[config.mk]
export PLATFORM = sky130hd
export DESIGN_NAME = regfile_writeback
export DESIGN_NICKNAME = d
export VERILOG_FILES = /design/src/rtl/regfile_writeback_pkg.sv /design/src/rtl/regfile_writeback_fifo.sv /design/src/rtl/regfile_writeback.sv
export SDC_FILE = /design/constraint.sdc
export NUM_CORES = 1
export LEC_CHECK = 0
export BUFFER_PORTS_ARGS = -buffer_cell sky130_fd_sc_hd__buf_4
export CORE_ASPECT_RATIO = 2
export CORE_MARGIN = 2
export CORE_UTILIZATION = 60
export DETAILED_ROUTE_END_ITERATION = 6
export GPL_TIMING_DRIVEN = 0
export PLACE_DENSITY = 0.88
export SLEW_MARGIN = 10
export SYNTH_ARGS = -nofsm -noshare
export SYNTH_HDL_FRONTEND = slang
export SYNTH_SLANG_ARGS = --single-unit
[constraint.sdc]
create_clock -name clk -period 10 [get_ports clk]
set_clock_uncertainty 0.1 [all_clocks]
set_input_delay 2 -clock clk [delete_from_list [all_inputs] [get_ports clk]]
set_output_delay 2 -clock clk [all_outputs]
set_load 0.02 [all_outputs]
[src/rtl/regfile_writeback_pkg.sv]
// Shared constants for the register file and its writeback initiator.
package regfile_writeback_pkg;

  localparam int DATA_W    = 64;
  localparam int ADDR_W    = 5;
  localparam int REG_COUNT = 32;

  localparam logic [ADDR_W-1:0] X0 = '0;

  typedef struct packed {
    logic [ADDR_W-1:0] rd;
    logic [DATA_W-1:0] data;
  } wb_entry_t;

endpackage

[src/rtl/regfile_writeback_fifo.sv]
// Small power-of-two FIFO holding pending writebacks; push/pop are masked by full/empty.
module wb_fifo #(
  parameter  int DEPTH = 4,
  parameter  int W     = 69,
  localparam int PTR_W = $clog2(DEPTH),
  localparam int CNT_W = PTR_W + 1
) (
  input  logic             clk,
  input  logic             rst_n,
  input  logic             i_push,
  input  logic [W-1:0]     i_wdata,
  input  logic             i_pop,
  output logic [W-1:0]     o_rdata,
  output logic             o_full,
  output logic             o_empty,
  output logic [CNT_W-1:0] o_count
);

  logic [W-1:0]     r_mem [DEPTH];
  logic [PTR_W-1:0] r_wptr, r_rptr;
  logic [CNT_W-1:0] r_cnt;
  logic             w_push, w_pop;

  assign o_full  = (r_cnt == CNT_W'(DEPTH));
  assign o_empty = (r_cnt == '0);
  assign o_count = r_cnt;
  assign o_rdata = r_mem[r_rptr];

  assign w_push = i_push & ~o_full;
  assign w_pop  = i_pop & ~o_empty;

  // Storage carries no reset; only pointers and count define validity.
  always_ff @(posedge clk) begin
    if (w_push) r_mem[r_wptr] <= i_wdata;
  end

  always_ff @(posedge clk or negedge rst_n) begin
    if (!rst_n) begin
      r_wptr <= '0;
      r_rptr <= '0;
      r_cnt  <= '0;
    end else begin
      if (w_push) r_wptr <= r_wptr + 1'b1;
      if (w_pop)  r_rptr <= r_rptr + 1'b1;
      case ({w_push, w_pop})
        2'b10:   r_cnt <= r_cnt + 1'b1;
        2'b01:   r_cnt <= r_cnt - 1'b1;
        default: r_cnt <= r_cnt;
      endcase
    end
  end

endmodule

[src/rtl/regfile_writeback.sv]
// Writeback initiator: mem>alu arbitration into a FIFO, registered write port,
// and a per-register pending scoreboard for decode hazard checks.
module regfile_writeback
  import regfile_writeback_pkg::*;
#(
  parameter  int DEPTH  = 4,
  localparam int OCC_W  = $clog2(DEPTH) + 1,
  localparam int PEND_W = $clog2(DEPTH) + 2
) (
  input  logic              clk,
  input  logic              reset,
  input  logic              alu_valid,
  input  logic [ADDR_W-1:0] alu_rd,
  input  logic [DATA_W-1:0] alu_data,
  output logic              alu_ready,
  input  logic              mem_valid,
  input  logic [ADDR_W-1:0] mem_rd,
  input  logic [DATA_W-1:0] mem_data,
  output logic              mem_ready,
  input  logic              drain_en,
  output logic              RegWrite,
  output logic [ADDR_W-1:0] RD,
  output logic [DATA_W-1:0] WriteData,
  input  logic [ADDR_W-1:0] RS1,
  input  logic [ADDR_W-1:0] RS2,
  output logic              rs1_busy,
  output logic              rs2_busy,
  output logic [OCC_W-1:0]  occupancy
);

  wb_entry_t              w_push_entry, w_head;
  logic                   w_full, w_empty;
  logic                   w_mem_acc, w_alu_acc, w_push, w_pop;
  logic [REG_COUNT-1:0]   w_busy;

  // Ready uses the pre-edge count, so a full FIFO never accepts on a pop edge.
  assign mem_ready = reset & ~w_full;
  assign alu_ready = reset & ~w_full & ~mem_valid;
  assign w_mem_acc = mem_valid & mem_ready;
  assign w_alu_acc = alu_valid & alu_ready;

  assign w_push_entry = w_mem_acc ? wb_entry_t'{rd: mem_rd, data: mem_data}
                                  : wb_entry_t'{rd: alu_rd, data: alu_data};
  assign w_push = (w_mem_acc | w_alu_acc) & (w_push_entry.rd != X0);
  assign w_pop  = ~w_empty & drain_en;

  wb_fifo #(
    .DEPTH (DEPTH),
    .W     ($bits(wb_entry_t))
  ) u_fifo (
    .clk     (clk),
    .rst_n   (reset),
    .i_push  (w_push),
    .i_wdata (w_push_entry),
    .i_pop   (w_pop),
    .o_rdata (w_head),
    .o_full  (w_full),
    .o_empty (w_empty),
    .o_count (occupancy)
  );

  always_ff @(posedge clk or negedge reset) begin
    if (!reset) begin
      RegWrite  <= 1'b0;
      RD        <= '0;
      WriteData <= '0;
    end else begin
      RegWrite <= w_pop;
      if (w_pop) begin
        RD        <= w_head.rd;
        WriteData <= w_head.data;
      end
    end
  end

  // Counter covers FIFO entries plus the output stage, so DEPTH+1 must fit.
  assign w_busy[0] = 1'b0;

  for (genvar r = 1; r < REG_COUNT; r++) begin : g_pend
    logic [PEND_W-1:0] r_pend;
    logic              w_inc, w_dec;

    assign w_inc = w_push & (w_push_entry.rd == ADDR_W'(r));
    assign w_dec = RegWrite & (RD == ADDR_W'(r));

    always_ff @(posedge clk or negedge reset) begin
      if (!reset)            r_pend <= '0;
      else if (w_inc & ~w_dec) r_pend <= r_pend + 1'b1;
      else if (w_dec & ~w_inc) r_pend <= r_pend - 1'b1;
    end

    assign w_busy[r] = |r_pend;
  end

  assign rs1_busy = w_busy[RS1];
  assign rs2_busy = w_busy[RS2];

endmodule

Yosys cells after proc, flatten, opt, wreduce, memory -nomap -nowiden
Memory sizes are Yosys's and may differ from the RTL's. A register that Yosys moved wholly into a read port is not among the register bits.
Cells that the tools add are included.
Cells by class
  add/subtract/negate cells: 66
  mux-type cells: 70
  bitwise gates (word level): 198
  equal/unequal tests: 65
  order comparisons: 2
  reduce and logical (&&, ||, !) cells: 66
Operators by type and width (number)
  2-to-1 mux 4 bit: 62
  equality test 5 bit, second input constant: 32
  AND 1 bit: 132
  adder 4 x 1 -> 4 bit, second input constant: 31
  OR reduction 4 bit: 31
  subtractor 4 x 1 -> 4 bit, second input constant: 31
  equality test 5 x 4 -> 1 bit, second input constant: 16
  2-to-1 mux 69 bit: 1
  NOT 1 bit: 65
  nonzero test 2 bit: 32
  equality test 5 x 3 -> 1 bit, second input constant: 8
  equality test 5 x 2 -> 1 bit, second input constant: 4
  less-than comparator 5 x 6 -> 1 bit, second input constant: 2
  binary-select mux 1 bit (select 5 bit): 2
  equality test 5 x 1 -> 1 bit, second input constant: 2
  one-hot mux 3 bit (2 select lines): 1
  nonzero test 5 bit: 1
  adder 2 x 1 -> 2 bit, second input constant: 2
  2-to-1 mux 1 bit: 4
  adder 3 x 1 -> 3 bit, second input constant: 1
  equality test 3 bit, second input constant: 1
  zero test 3 bit: 1
  subtractor 3 x 1 -> 3 bit, second input constant: 1
  equality test 2 x 1 -> 1 bit, second input constant: 1
  3 further kinds: 3
Storage, ports and cells
  input bits: 153
  register bits after elaboration: 132
  memories kept: 1
  logic and storage cells: 503
  bits in writable memories: 276
  output and inout bits: 77
Memory list
  u_fifo.r_mem: depth 4, width 69, rd ports 1, clocked after memory_dff 1, wr ports 1, line regfile_writeback_fifo.sv:19  | logic [W-1:0] r_mem [DEPTH];

Longest topological paths before layout
  depth after elaboration: 12
  depth in mapped cells: 15
  mapped depth without buffers: 14

By module
From an unflattened synthesis, not the netlist that was laid out.
Unflattened totals
  cell total of the unflattened synthesis: 1421
  area total of the unflattened synthesis: 22336.4 sq um
By module, submodules not included
  regfile_writeback: times used 1, area an instance 11878.9 sq um, cells each 1023, seq. area each 4854.7 sq um
  wb_fifo: times used 1, area an instance 10457.5 sq um, cells each 398, seq. area each 8463.1 sq um

Worst setup path after synthesis
OpenSTA, ideal clock, no wires.
  kind: in2out
  from: input RS2[1]
  to: output rs2_busy
  stages: 6
  path slack: 4.357 ns
  path buffers: 1
  data required time: 7.900 ns
  arrival time: 3.543 ns
  cells stage by stage: clkbuf_1 -> clkinv_1 -> mux2i_1 -> mux2i_1 -> a211o_1 -> a21boi_0
Between the ends
  longest elaborated chain between the ends: 2
RTL lines
  from (decl): line regfile_writeback.sv:25  | input logic [ADDR_W-1:0] RS2,
  binary-select mux 1 bit (select 5 bit): line regfile_writeback.sv:96  | assign rs2_busy = w_busy[RS2];
  2-to-1 mux 1 bit (implied by the code): line regfile_writeback.sv:96
  to (decl): line regfile_writeback.sv:27  | output logic rs2_busy,
No other way between the ends. The select of a mux whose other input is x is not followed.

Worst setup path after layout
  from: input reset
  to: register g_pend[25].r_pend[3]
Between the ends
  longest elaborated chain between the ends: 9
  elaborated cells between the ends (all ways): 15
  classes of those cells: 1 x eq/ne; 2 x mux; 10 x bitwise; 2 x reduce/logical
RTL lines
  from (decl): line regfile_writeback.sv:11  | input logic reset,
  AND 1 bit *: line regfile_writeback.sv:37, regfile_writeback.sv:38
  AND 1 bit, on equally long branches: line regfile_writeback.sv:39, regfile_writeback.sv:38
  2-to-1 mux 69 bit / AND 1 bit (equally long branches): line regfile_writeback.sv:42, regfile_writeback.sv:40
  nonzero test 5 bit / bitwise OR 1 bit (equally long branches): line regfile_writeback.sv:44  | assign w_push = (w_mem_acc | w_alu_acc) & (w_push_entry.rd != X0);
  AND 1 bit: line regfile_writeback.sv:44
  AND 1 bit *: line regfile_writeback.sv:83  | assign w_inc = w_push & (w_push_entry.rd == ADDR_W'(r));
  NOT 1 bit: line regfile_writeback.sv:89  | else if (w_dec & ~w_inc) r_pend <= r_pend - 1'b1;
  AND 1 bit: line regfile_writeback.sv:89
  nonzero test 2 bit (no line)
  to (signal assigned): line regfile_writeback.sv:88  | else if (w_inc & ~w_dec) r_pend <= r_pend + 1'b1;
  to (signal assigned): line regfile_writeback.sv:89
  to (decl): line regfile_writeback.sv:80  | logic [PEND_W-1:0] r_pend;
Every way passes the cells marked *; elsewhere a longest branch is shown, timed or not.
A chain may end at the register's enable or synchronous reset.

==> impl_metrics.csv <==
group,metric,value,unit
outcome,run_status,"completed",
timing,peak_clock_frequency_supported_by_timing,157,MHz
hold_path,worst_hold_path_type,"reg -> reg",
global_routing,global_route.usage.met2,0.509,
yosys,synth_edf_count,276,
cts,cts.repair_timing.setup_buffer_count,0,
place,numPlacedInstances,2292,
yosys,complex_gate_fraction_of_the_synthesized_area,0.0369,
yosys,synth-seq-area-share,0.596,
pwr,powerDensity,276,nW/um^2
place,gp_congestion,0.849,
routing,drt-vias-per-instance,6.01,
timing,rsz0062_at_grt,"false",
yosys,synth_flop_cell,"sky130_fd_sc_hd__edfxtp_1",
floorplanning,chipWidth,140,um
yosys,synth-xor-area-share,0.0510,
floorplanning,fp.dieH,277,um
pwr,power.leakage,9.94,nW
cells_and_area,final-instance-count-excl-fill,2371,
timing,setup-violations-final,0,
floorplanning,initial_utilization,0.603,
worst_setup_path,critical_path_endpoint_category,"flop",
timing,finalWorstPathRequiredPeriod,6.38,ns
routing,route.vias.total,14244,
worst_setup_path,crit_path_max_fanout,107,
cts,cts_resized,0,
timing,report.final.slew_viol_count,0,
global_routing,groute.layer.met3.usage,0.0467,
cts,clk-insertion-delay-late,0.56,ns
timing,worstMarginPinSlew,1.25,ns
worst_setup_path,critPathRequiredTime,10.33,ns
routing,detail_route.wirelength,54400,um
timing,finalHoldViolations,0,
global_routing,gr_usage_total,0.287,
global_routing,grt_use_met1,0.306,
global_routing,gr-total-overflow,0,
yosys,postSynth.asyncResetShare,0.421,
routing,wire_per_inst,22.9,um
place,port_buffers,226,
yosys,syn-num-nets,1885,
worst_setup_path,crit_type,"in -> reg",
global_routing,grt_start_max_net_pins,108,
job,timing.max_cap.violations,0,
routing,route.detailed.drc,0,
yosys,synth.ff_latch_count,477,
yosys,yosys.area_share.simple,0.0880,
cts,tritoncts,"yes",
yosys,post_synth_inst_count,1602,
cells_and_area,finish.net_count,2159,
global_routing,via_count_of_the_first_global_routing_pass,15651,
global_routing,grt_first_pass_wirelength,85000,um
yosys,synthAdderAreaFrac,0.0835,
yosys,post_synth_mux_area_share,0.129,
routing,firstDrtPassIters,5,
yosys,synth_cell_type_count,51,
floorplanning,placeableCoreArea,37000,um^2
global_routing,global_route.peak_usage_layer,"met2",
cells_and_area,final_common_cell,"sky130_fd_sc_hd__nand2_1",
worst_setup_path,worst-endpoint-arrival,6.71,ns
cts,clockRootBuffer,"sky130_fd_sc_hd__clkbuf_16",
yosys,synthesis.yosys.warnings,0,
routing,drtIter0Drc,850,
cts,cts_htree_levels,2,
global_routing,antenna_found_initial,3,
floorplanning,standard_cell_row_count,100,
cts,cts-hold-fix-buffers,0,
cts,clock_tree_buffer_depth,3,
timing,fin_crit_sh,0.638,
routing,route.antenna.remaining_nets,0,
worst_setup_path,timing.critical_path.from_type,"primary input",
cells_and_area,final_layout_size_suffix_gt1_frac,0.247,
floorplanning,fp.dieArea,38900,um^2
yosys,largest_family_of_logic_cells_by_synthesized_area,"multiplexers",
pwr,maximum_resistive_drop_on_vdd,0.232,mV
timing,slew_headroom,0.159,
yosys,post_synth_instance_area,22300,um^2
cts,path_clk_slew,0.07,ns
cts,numCtsBuffers,41,
cells_and_area,layout-area-overhead-vs-synth,16.7,%
timing,tns,0,ns
floorplanning,pin_count,230,
place,dp_hpwl,38800,um
yosys,postSynthAreaPerCell,13.9,um^2
cells_and_area,most_used_cells_in_the_layout_excluding_fill_and_tap_cells,"sky130_fd_sc_hd__nand2_1 (286), sky130_fd_sc_hd__edfxtp_1 (276), sky130_fd_sc_hd__buf_4 (225), sky130_fd_sc_hd__dfrtp_1 (201), sky130_fd_sc_hd__mux2_2 (100)",
cts,cts_num_sinks,477,
## layer usage
metal  routed length, um  vias up
met3                3420      214
li1                    -     6302
met4                4680        0
met1               17500     7106
met5                   0        -
met2               28800      622
## final timing paths
path / start / to / slack, ns / depth (start not counted)
setup / recovery: reset / g_pend[25].r_pend[3] / 3.62 / 17
hold / removal: g_pend[26].r_pend[3] / g_pend[26].r_pend[3] / 0.37 / 1
setup reg to reg: u_fifo.o_count[0] / g_pend[25].r_pend[3] / 5.85 / 15
hold reg to reg: g_pend[26].r_pend[3] / g_pend[26].r_pend[3] / 0.37 / 1
max in group asynchronous: reset / WriteData[15] / 7.31 / 2
min in group asynchronous: reset / WriteData[7] / 1.36 / 1
## critical path, stage by stage
cell and delay (ns):
sky130_fd_sc_hd__buf_8 0.54, sky130_fd_sc_hd__buf_16 0.45, sky130_fd_sc_hd__and2_1 0.29, sky130_fd_sc_hd__and2_4 0.19, sky130_fd_sc_hd__buf_6 0.15, sky130_fd_sc_hd__clkbuf_1 0.78, sky130_fd_sc_hd__o21ai_0 0.33, sky130_fd_sc_hd__nand2_1 0.33
sky130_fd_sc_hd__nor2_1 0.13, sky130_fd_sc_hd__ha_1 0.27, sky130_fd_sc_hd__inv_1 0.12, sky130_fd_sc_hd__ha_1 0.24, sky130_fd_sc_hd__a21o_1 0.18, sky130_fd_sc_hd__a21oi_1 0.17, sky130_fd_sc_hd__xnor2_1 0.13, sky130_fd_sc_hd__nor2_1 0.06
sky130_fd_sc_hd__xor2_1 0.14
## flip-flops by register name (all words and copies together), names as in the netlist
signal and count:
u_fifo.o_count 3, u_fifo.r_mem 276, RegWrite 1, u_fifo.r_rptr 2, RD 5, u_fifo.r_wptr 2
g_pend.r_pend 124, WriteData 64
## logic make-up after synthesis
| logic type | Yosys count |
|---|---|
| buffers and inverters | 91 |
| XOR/XNOR | 130 |
| AND/OR/NAND/NOR | 455 |
| AO/OA/AOI/OAI | 133 |
| adder cells (fa/ha/maj) | 130 |
| flip-flops | 477 |
| multiplexers | 186 |
## power breakdown
group          switching [mW]  internal (mW)  total (mW)
sequential              0.441           2.69        3.13
clock                   0.716          0.851        1.57
combinational            1.34           1.15        2.49
total                    2.49           4.70        7.19
## stage by stage
stage	hold slack, ns	util	setup slack, ns	cell area (um^2)	power (mW)
floorplan	0.334	-	4.36	22300	4.72
global placement	0.351	0.665	1.28	24600	5.45
finish	0.368	0.704	3.62	26100	7.19
detailed placement	0.358	0.669	3.07	24800	5.64
global route	0.389	0.704	3.32	26100	7.58
CTS	0.371	0.704	3.64	26100	7.23
## synth_stat cells (2+ instances only)
library cell / count / share of area
sky130_fd_sc_hd__o21ai_0: 36 / 0.0081
sky130_fd_sc_hd__xor2_1: 33 / 0.013
sky130_fd_sc_hd__a21boi_0: 2 / 0.00067
sky130_fd_sc_hd__or4_1: 9 / 0.0030
sky130_fd_sc_hd__clkbuf_1: 41 / 0.0069
sky130_fd_sc_hd__dfrtp_1: 201 / 0.23
sky130_fd_sc_hd__mux4_2: 70 / 0.071
sky130_fd_sc_hd__ha_1: 98 / 0.055
sky130_fd_sc_hd__nor4_1: 22 / 0.0062
sky130_fd_sc_hd__buf_2: 7 / 0.0016
sky130_fd_sc_hd__nor3b_1: 4 / 0.0013
sky130_fd_sc_hd__nand2_1: 286 / 0.048
sky130_fd_sc_hd__nor3_1: 8 / 0.0018
sky130_fd_sc_hd__o22ai_1: 6 / 0.0017
sky130_fd_sc_hd__mux2i_1: 15 / 0.0067
sky130_fd_sc_hd__a221oi_1: 4 / 0.0016
sky130_fd_sc_hd__nand3b_1: 4 / 0.0013
sky130_fd_sc_hd__edfxtp_1: 276 / 0.37
sky130_fd_sc_hd__fa_1: 32 / 0.029
sky130_fd_sc_hd__o41ai_1: 2 / 0.00078
sky130_fd_sc_hd__a22oi_1: 5 / 0.0017
sky130_fd_sc_hd__nor4b_1: 3 / 0.0012
sky130_fd_sc_hd__nand2b_1: 8 / 0.0022
sky130_fd_sc_hd__nand4b_1: 4 / 0.0016
sky130_fd_sc_hd__nor2b_1: 6 / 0.0017
sky130_fd_sc_hd__or3_1: 2 / 0.00056
sky130_fd_sc_hd__a21oi_1: 35 / 0.0078
sky130_fd_sc_hd__a21o_1: 32 / 0.011
sky130_fd_sc_hd__nand3_1: 5 / 0.0011
sky130_fd_sc_hd__xnor2_1: 97 / 0.038
sky130_fd_sc_hd__a211oi_1: 6 / 0.0020
sky130_fd_sc_hd__nor2_1: 81 / 0.014
sky130_fd_sc_hd__mux2_2: 100 / 0.050
sky130_fd_sc_hd__and2_1: 7 / 0.0020
sky130_fd_sc_hd__inv_1: 39 / 0.0066
## layout make-up
cell class / count / area, um^2
diodes: 4 / 10.0
plain buffers: 50 / 204
clock buffers: 65 / 1150
clock inverters: 10 / 158
fillers: 2342 / 10900
inverters: 41 / 154
multi-input cells: 1034 / 8680
flip-flops and latches: 477 / 13300
well taps: 459 / 574
repair buffers: 231 / 1840
No activity file was read; power rests on OpenSTA's default activity.
